`config.mk`:
```
export PLATFORM = sky130hd
export DESIGN_NAME = cat_board_ctrl
export DESIGN_NICKNAME = d
export VERILOG_FILES = /design/src/rtl/cat_board_ctrl.sv
export SDC_FILE = /design/constraint.sdc
export NUM_CORES = 1
export LEC_CHECK = 0
export BUFFER_PORTS_ARGS = -buffer_cell sky130_fd_sc_hd__buf_2
export CAP_MARGIN = 10
export CORE_ASPECT_RATIO = 0.6
export CORE_MARGIN = 5
export CORE_UTILIZATION = 25
export DETAILED_ROUTE_END_ITERATION = 12
export GPL_ROUTABILITY_DRIVEN = 0
export PLACE_DENSITY = 0.53
export SLEW_MARGIN = 40
export SYNTH_ARGS = -nofsm -noshare
export SYNTH_HDL_FRONTEND = slang
export SYNTH_SLANG_ARGS = --single-unit
export TNS_END_PERCENT = 1
```
`constraint.sdc`:
```
create_clock -name clk -period 7.1 [get_ports clk]
set_input_delay 0.71 -clock clk [delete_from_list [all_inputs] [get_ports clk]]
set_output_delay 0.71 -clock clk [all_outputs]
set_load 0.1 [all_outputs]
```
`src/rtl/cat_board_ctrl.sv`:
```
// ---------------------------------------------------------------------------
// cat_board_ctrl : button-driven game logic for the 8x8 trap-the-cat board
// Rev 1.0
// ---------------------------------------------------------------------------
`default_nettype none

module cat_board_ctrl #(
  parameter int          CAT_START_ROW = 3,
  parameter int          CAT_START_COL = 3,
  parameter logic [63:0] INIT_BLOCKS   = 64'h0,
  parameter int          RESULT_HOLD   = 25000000
) (
  input  logic        clk,
  input  logic        rst_n,
  input  logic        btn_up,
  input  logic        btn_down,
  input  logic        btn_left,
  input  logic        btn_right,
  input  logic        btn_center,
  output logic [63:0] blocked,
  output logic [2:0]  cat_row,
  output logic [2:0]  cat_col,
  output logic [2:0]  cur_row,
  output logic [2:0]  cur_col,
  output logic [4:0]  state,
  output logic [7:0]  move_count
);

  typedef enum logic [4:0] {
    S_START   = 5'b00001,
    S_PLAY    = 5'b00010,
    S_OVER    = 5'b00100,
    S_WIN     = 5'b01000,
    S_CATMOVE = 5'b10000
  } state_t;

  localparam logic [2:0]  CAT_R0  = 3'(CAT_START_ROW);
  localparam logic [2:0]  CAT_C0  = 3'(CAT_START_COL);
  localparam logic [5:0]  CAT_IDX = {CAT_R0, CAT_C0};
  localparam logic [63:0] BLOCKS0 = INIT_BLOCKS & ~(64'd1 << CAT_IDX);
  localparam int          HW      = (RESULT_HOLD > 1) ? $clog2(RESULT_HOLD) : 1;
  localparam logic [HW-1:0] HOLD_LAST = HW'(RESULT_HOLD - 1);

  state_t        st, st_nx;
  logic [63:0]   blocked_nx;
  logic [2:0]    cat_row_nx, cat_col_nx, cur_row_nx, cur_col_nx;
  logic [7:0]    move_count_nx;
  logic [HW-1:0] hold, hold_nx;

  logic [2:0] nb_r [4];
  logic [2:0] nb_c [4];
  logic       found;
  logic [2:0] best_r, best_c, best_d;
  logic [5:0] cur_idx;

  function automatic logic [2:0] edge_dist(input logic [2:0] r, input logic [2:0] c);
    logic [2:0] m;
    m = r;
    if (3'd7 - r < m) m = 3'd7 - r;
    if (c < m)        m = c;
    if (3'd7 - c < m) m = 3'd7 - c;
    return m;
  endfunction

  assign state   = st;
  assign cur_idx = {cur_row, cur_col};

  // Neighbour order up, down, left, right doubles as the tie-break order.
  always_comb begin
    nb_r[0] = cat_row - 3'd1;  nb_c[0] = cat_col;
    nb_r[1] = cat_row + 3'd1;  nb_c[1] = cat_col;
    nb_r[2] = cat_row;         nb_c[2] = cat_col - 3'd1;
    nb_r[3] = cat_row;         nb_c[3] = cat_col + 3'd1;
  end

  always_comb begin
    found  = 1'b0;
    best_r = cat_row;
    best_c = cat_col;
    best_d = 3'd7;
    for (int i = 0; i < 4; i++) begin
      if (!blocked[{nb_r[i], nb_c[i]}] &&
          (!found || edge_dist(nb_r[i], nb_c[i]) < best_d)) begin
        found  = 1'b1;
        best_r = nb_r[i];
        best_c = nb_c[i];
        best_d = edge_dist(nb_r[i], nb_c[i]);
      end
    end
  end

  always_comb begin
    st_nx         = st;
    blocked_nx    = blocked;
    cat_row_nx    = cat_row;
    cat_col_nx    = cat_col;
    cur_row_nx    = cur_row;
    cur_col_nx    = cur_col;
    move_count_nx = move_count;
    hold_nx       = hold;
    case (st)
      S_START: begin
        if (btn_center) begin
          st_nx         = S_PLAY;
          blocked_nx    = BLOCKS0;
          cat_row_nx    = CAT_R0;
          cat_col_nx    = CAT_C0;
          cur_row_nx    = 3'd0;
          cur_col_nx    = 3'd0;
          move_count_nx = 8'd0;
        end
      end
      S_PLAY: begin
        if (btn_center) begin
          if (!blocked[cur_idx] && cur_idx != {cat_row, cat_col}) begin
            blocked_nx[cur_idx] = 1'b1;
            if (move_count != 8'hFF) move_count_nx = move_count + 8'd1;
            st_nx = S_CATMOVE;
          end
        end else if (btn_up) begin
          cur_row_nx = cur_row - 3'd1;
        end else if (btn_down) begin
          cur_row_nx = cur_row + 3'd1;
        end else if (btn_left) begin
          cur_col_nx = cur_col - 3'd1;
        end else if (btn_right) begin
          cur_col_nx = cur_col + 3'd1;
        end
      end
      S_CATMOVE: begin
        // Edge check first, so neighbour arithmetic never wraps off the board.
        if (edge_dist(cat_row, cat_col) == 3'd0) begin
          st_nx   = S_OVER;
          hold_nx = '0;
        end else if (!found) begin
          st_nx   = S_WIN;
          hold_nx = '0;
        end else begin
          cat_row_nx = best_r;
          cat_col_nx = best_c;
          st_nx      = S_PLAY;
        end
      end
      S_OVER, S_WIN: begin
        if (hold == HOLD_LAST) st_nx = S_START;
        else                   hold_nx = hold + 1'b1;
      end
      default: st_nx = S_START;
    endcase
  end

  always_ff @(posedge clk or negedge rst_n) begin
    if (!rst_n) begin
      st         <= S_START;
      blocked    <= BLOCKS0;
      cat_row    <= CAT_R0;
      cat_col    <= CAT_C0;
      cur_row    <= 3'd0;
      cur_col    <= 3'd0;
      move_count <= 8'd0;
      hold       <= '0;
    end else begin
      st         <= st_nx;
      blocked    <= blocked_nx;
      cat_row    <= cat_row_nx;
      cat_col    <= cat_col_nx;
      cur_row    <= cur_row_nx;
      cur_col    <= cur_col_nx;
      move_count <= move_count_nx;
      hold       <= hold_nx;
    end
  end

endmodule

`default_nettype wire

```
==> out/metrics.cfg <==
[yosys]
synth_area_mm2 = 0.00864
yosys-top-cells-count = nor2_1, dfrtp_1, a21oi_1
synthTopCellsByArea = dfrtp_1, mux4_2, nor2_1, a21oi_1, mux2i_1
synth-seq-cells = 114
syn_area_per_cell_um2 = 9.22
async_reset_ff_share_pct = 100
synth_compound_area_share_pct = 17.6
synth_top_family_by_area = simple AND/OR/NAND/NOR gates
synth_mux_area_share_pct = 17.6
syn_inst = 937
yosys.area.top_type = dfrtp_1
synth-edff-count = 0
synthAdderAreaFrac_pct = 3.65
post-synth-top-count-cell = nor2_1
ys_types = 78
yosysTopAreaCellShare_pct = 31.6
ys.flop_type = dfrtp_1
yosysWarnings = 0
synthSimpleGateAreaFrac_pct = 19.1
post_synth_xor_area_fraction_pct = 4.35
ys_seq_area_share_pct = 33.1

[drt]
ant_nets = 0
drtPass1Iterations = 5
post_drt_wl_per_cell_um = 21.2
drtIter0Drc = 886
via_count = 8199
wl_mm = 31.8
drc_errors = 0
vias_per_cell = 5.47

[setup_path]
cp.arrival_ns = 7.10
crit_path_end_kind = flop
crit_cells = 32
crit_path_max_incr_delay_ns = 0.63
cp-endpoint = cat_row[2]$_DFFE_PN0P_
cp_data_required_time_ns = 7.44
cp_max_fo = 6
r2r_start = cat_row[0]$_DFFE_PN1P_
cp_common_cell = ha_1
r2r_slack_ns = 0.34
path_delay_family = compound AO/OA/AOI/OAI gates
path_buf_inv = 2
cpMaxStageDelayCell = dfstp_4
start_kind = flop
r2r_cells = 32
critPathKind = flop to flop
cp-startpoint = cat_row[0]$_DFFE_PN1P_
rr_endpoint = cat_row[2]$_DFFE_PN0P_

[sta]
slew_violations = 0
worst_pin_slew_ns = 0.890
final-hold-violation-count = 0
max_slew_margin_pct = 40.2
skew_ns = 0.0104
period_minus_slack_ns = 6.76
fmax_mhz = 148
finalSetupViolCount = 0
period_share_pct = 95.2
tns_ns = 0

[grt]
grt_max_degree = 65
grt_use_total_pct = 16.3
antenna_found_initial = 0
grt_pass1_wl_mm = 48.6
grt_pass1_vias = 7708
grt_remaining_overflow = 0

[floorplan]
die_w_um = 250
rows = 52
initial_core_util_pct = 25.5
die-area_mm2 = 0.0385
ios = 96
coreArea_mm2 = 0.0339
die_h_um = 154

[placed_design]
placed_area_mm2 = 0.00968
dpl.cell_count = 1466
dp.final_hpwl_mm = 23.9
port_buffers = 95

[pwr]
power.total_w = 0.00469
p_sw_share_pct = 51.9
ir_drop_mv = 0.315
netSwitchingPower_w = 0.00244
seq_power_share_pct = 19.5
clockPowerShare_pct = 19.6
power_frac_comb_pct = 60.8
power_density_mw_per_mm2 = 453
internal_power_w = 0.00226
leakage_nw = 4.56

[clock_network]
path_clk_slew_ns = 0.06
cts_buffer_depth = 2
clockRootBuffer = clkbuf_16
cts_tree = built
htreeDepth = 4
cts_buffers = 17
clock_sinks = 114
hold_buffers = 0
insertion_delay_ns = 0.44

[finish]
nets = 1057
stdcell_count = 1498
syn2layout_area_growth_pct = 20.0
antennaDiodeCount = 0
drive_above_1_share_pct = 24.2
post-route-cell-area_mm2 = 0.0104

[job]
drv_cap = 0

[hold_path]
hp-class = input port to async pin

[run_status]
status = completed

[worst min-delay path by stage]
stage,startpoint,endpoint,slack [ns]
detailed placement,hold[0]$_DFFE_PN0P_,hold[0]$_DFFE_PN0P_,0.49
finish,rst_n,blocked[34]$_DFFE_PN0P_,0.32
floorplan,rst_n,blocked[0]$_DFFE_PN0P_,0.41
global placement,hold[0]$_DFFE_PN0P_,hold[0]$_DFFE_PN0P_,0.49
global route,rst_n,blocked[34]$_DFFE_PN0P_,0.37
CTS,rst_n,blocked[26]$_DFFE_PN0P_,0.32
[cells in the final DEF (no fill, tap or decap), drive strengths merged, types with 7 or more instances in the layout]
cell,netlist,routed
buf,27,123
and3,13,13
clkbuf,28,19
xnor2,26,26
nor3,27,27
nand2b,8,8
dfrtp,109,109
a221oi,8,8
inv,35,40
xor2,16,16
or3,12,12
nor2b,8,8
ha,22,22
nand2,68,68
a22oi,11,11
nand4,8,8
and2,7,7
nor4,10,10
mux2,12,12
a21oi,87,87
mux2i,30,30
o21ai,44,44
nor2,130,130
o21a,10,10
nand3,33,33
o211ai,10,10
mux4,48,48
[power by group through the flow]
| stage | logic [W] | clock network (W) | registers [W] |
|---|---|---|---|
| finish | 0.00285 | 0.000921 | 0.000916 |
| global route | 0.00309 | 0.000969 | 0.000929 |
| CTS | 0.00277 | 0.000938 | 0.000906 |
| detailed placement | 0.00276 | 0 | 0.000918 |
| global placement | 0.00271 | 0 | 0.000915 |
| floorplan | 0.00174 | 0 | 0.00124 |
[per-stage QoR]
step / hold WS, ns / setup slack (ns) / util [%]
after floorplan: 0.414 / 0.0281 / -
after global placement: 0.489 / 0.498 / 28.5
after detailed placement: 0.494 / 0.118 / 28.6
after CTS: 0.321 / 0.0821 / 30.4
after global routing: 0.367 / -0.127 / 30.6
final: 0.321 / 0.340 / 30.6
[worst reg2reg max path, delay by kind of cell, from the launching register on]
kind	cells	cell delay, ns
and+or+nand+nor	7	0.88
buffers and inverters	2	0.23
xor gates and xnor gates	2	0.48
AOI/OAI and AO/OA	13	2.24
adders and majority gates	6	1.58
DFF	1	0.63
muxes	2	0.61
[layout make-up]
type	instances	area (µm²)
Clock buffer	19	453
Sequential cell	114	2870
Multi-Input combinational cell	734	5480
Tap cell	459	574
Clock inverter	13	170
Timing Repair Buffer	123	688
Fill cell	3549	23500
Inverter	36	135
[layer usage]
layer	global-route usage, %	part of all wire [%]
met5	0	0
met4	3.12	1.0
met3	6.08	12
met2	21.6	40
met1	25.0	48
[cell families after synthesis]
logic type               Yosys count
AO/OA/AOI/OAI                    230
XOR/XNOR                          42
adder cells (fa/ha/maj)           24
buffers and inverters             91
flip-flops                       114
multiplexers                      90
other                              1
AND/OR/NAND/NOR                  345
[state kept, by name, indices dropped and copies added, names as in the netlist]
| signal | count |
|---|---|
| move_count | 8 |
| cur_row | 3 |
| cat_row | 3 |
| blocked | 64 |
| cur_col | 3 |
| state | 5 |
| cat_col | 3 |
| hold | 25 |
[timing repair]
action / CTS / global route
setup endpoints to repair: 0 / 6
resized for setup: 0 / 10
buffers inserted: 0 / 0
Power figures use the tool's default switching activity.
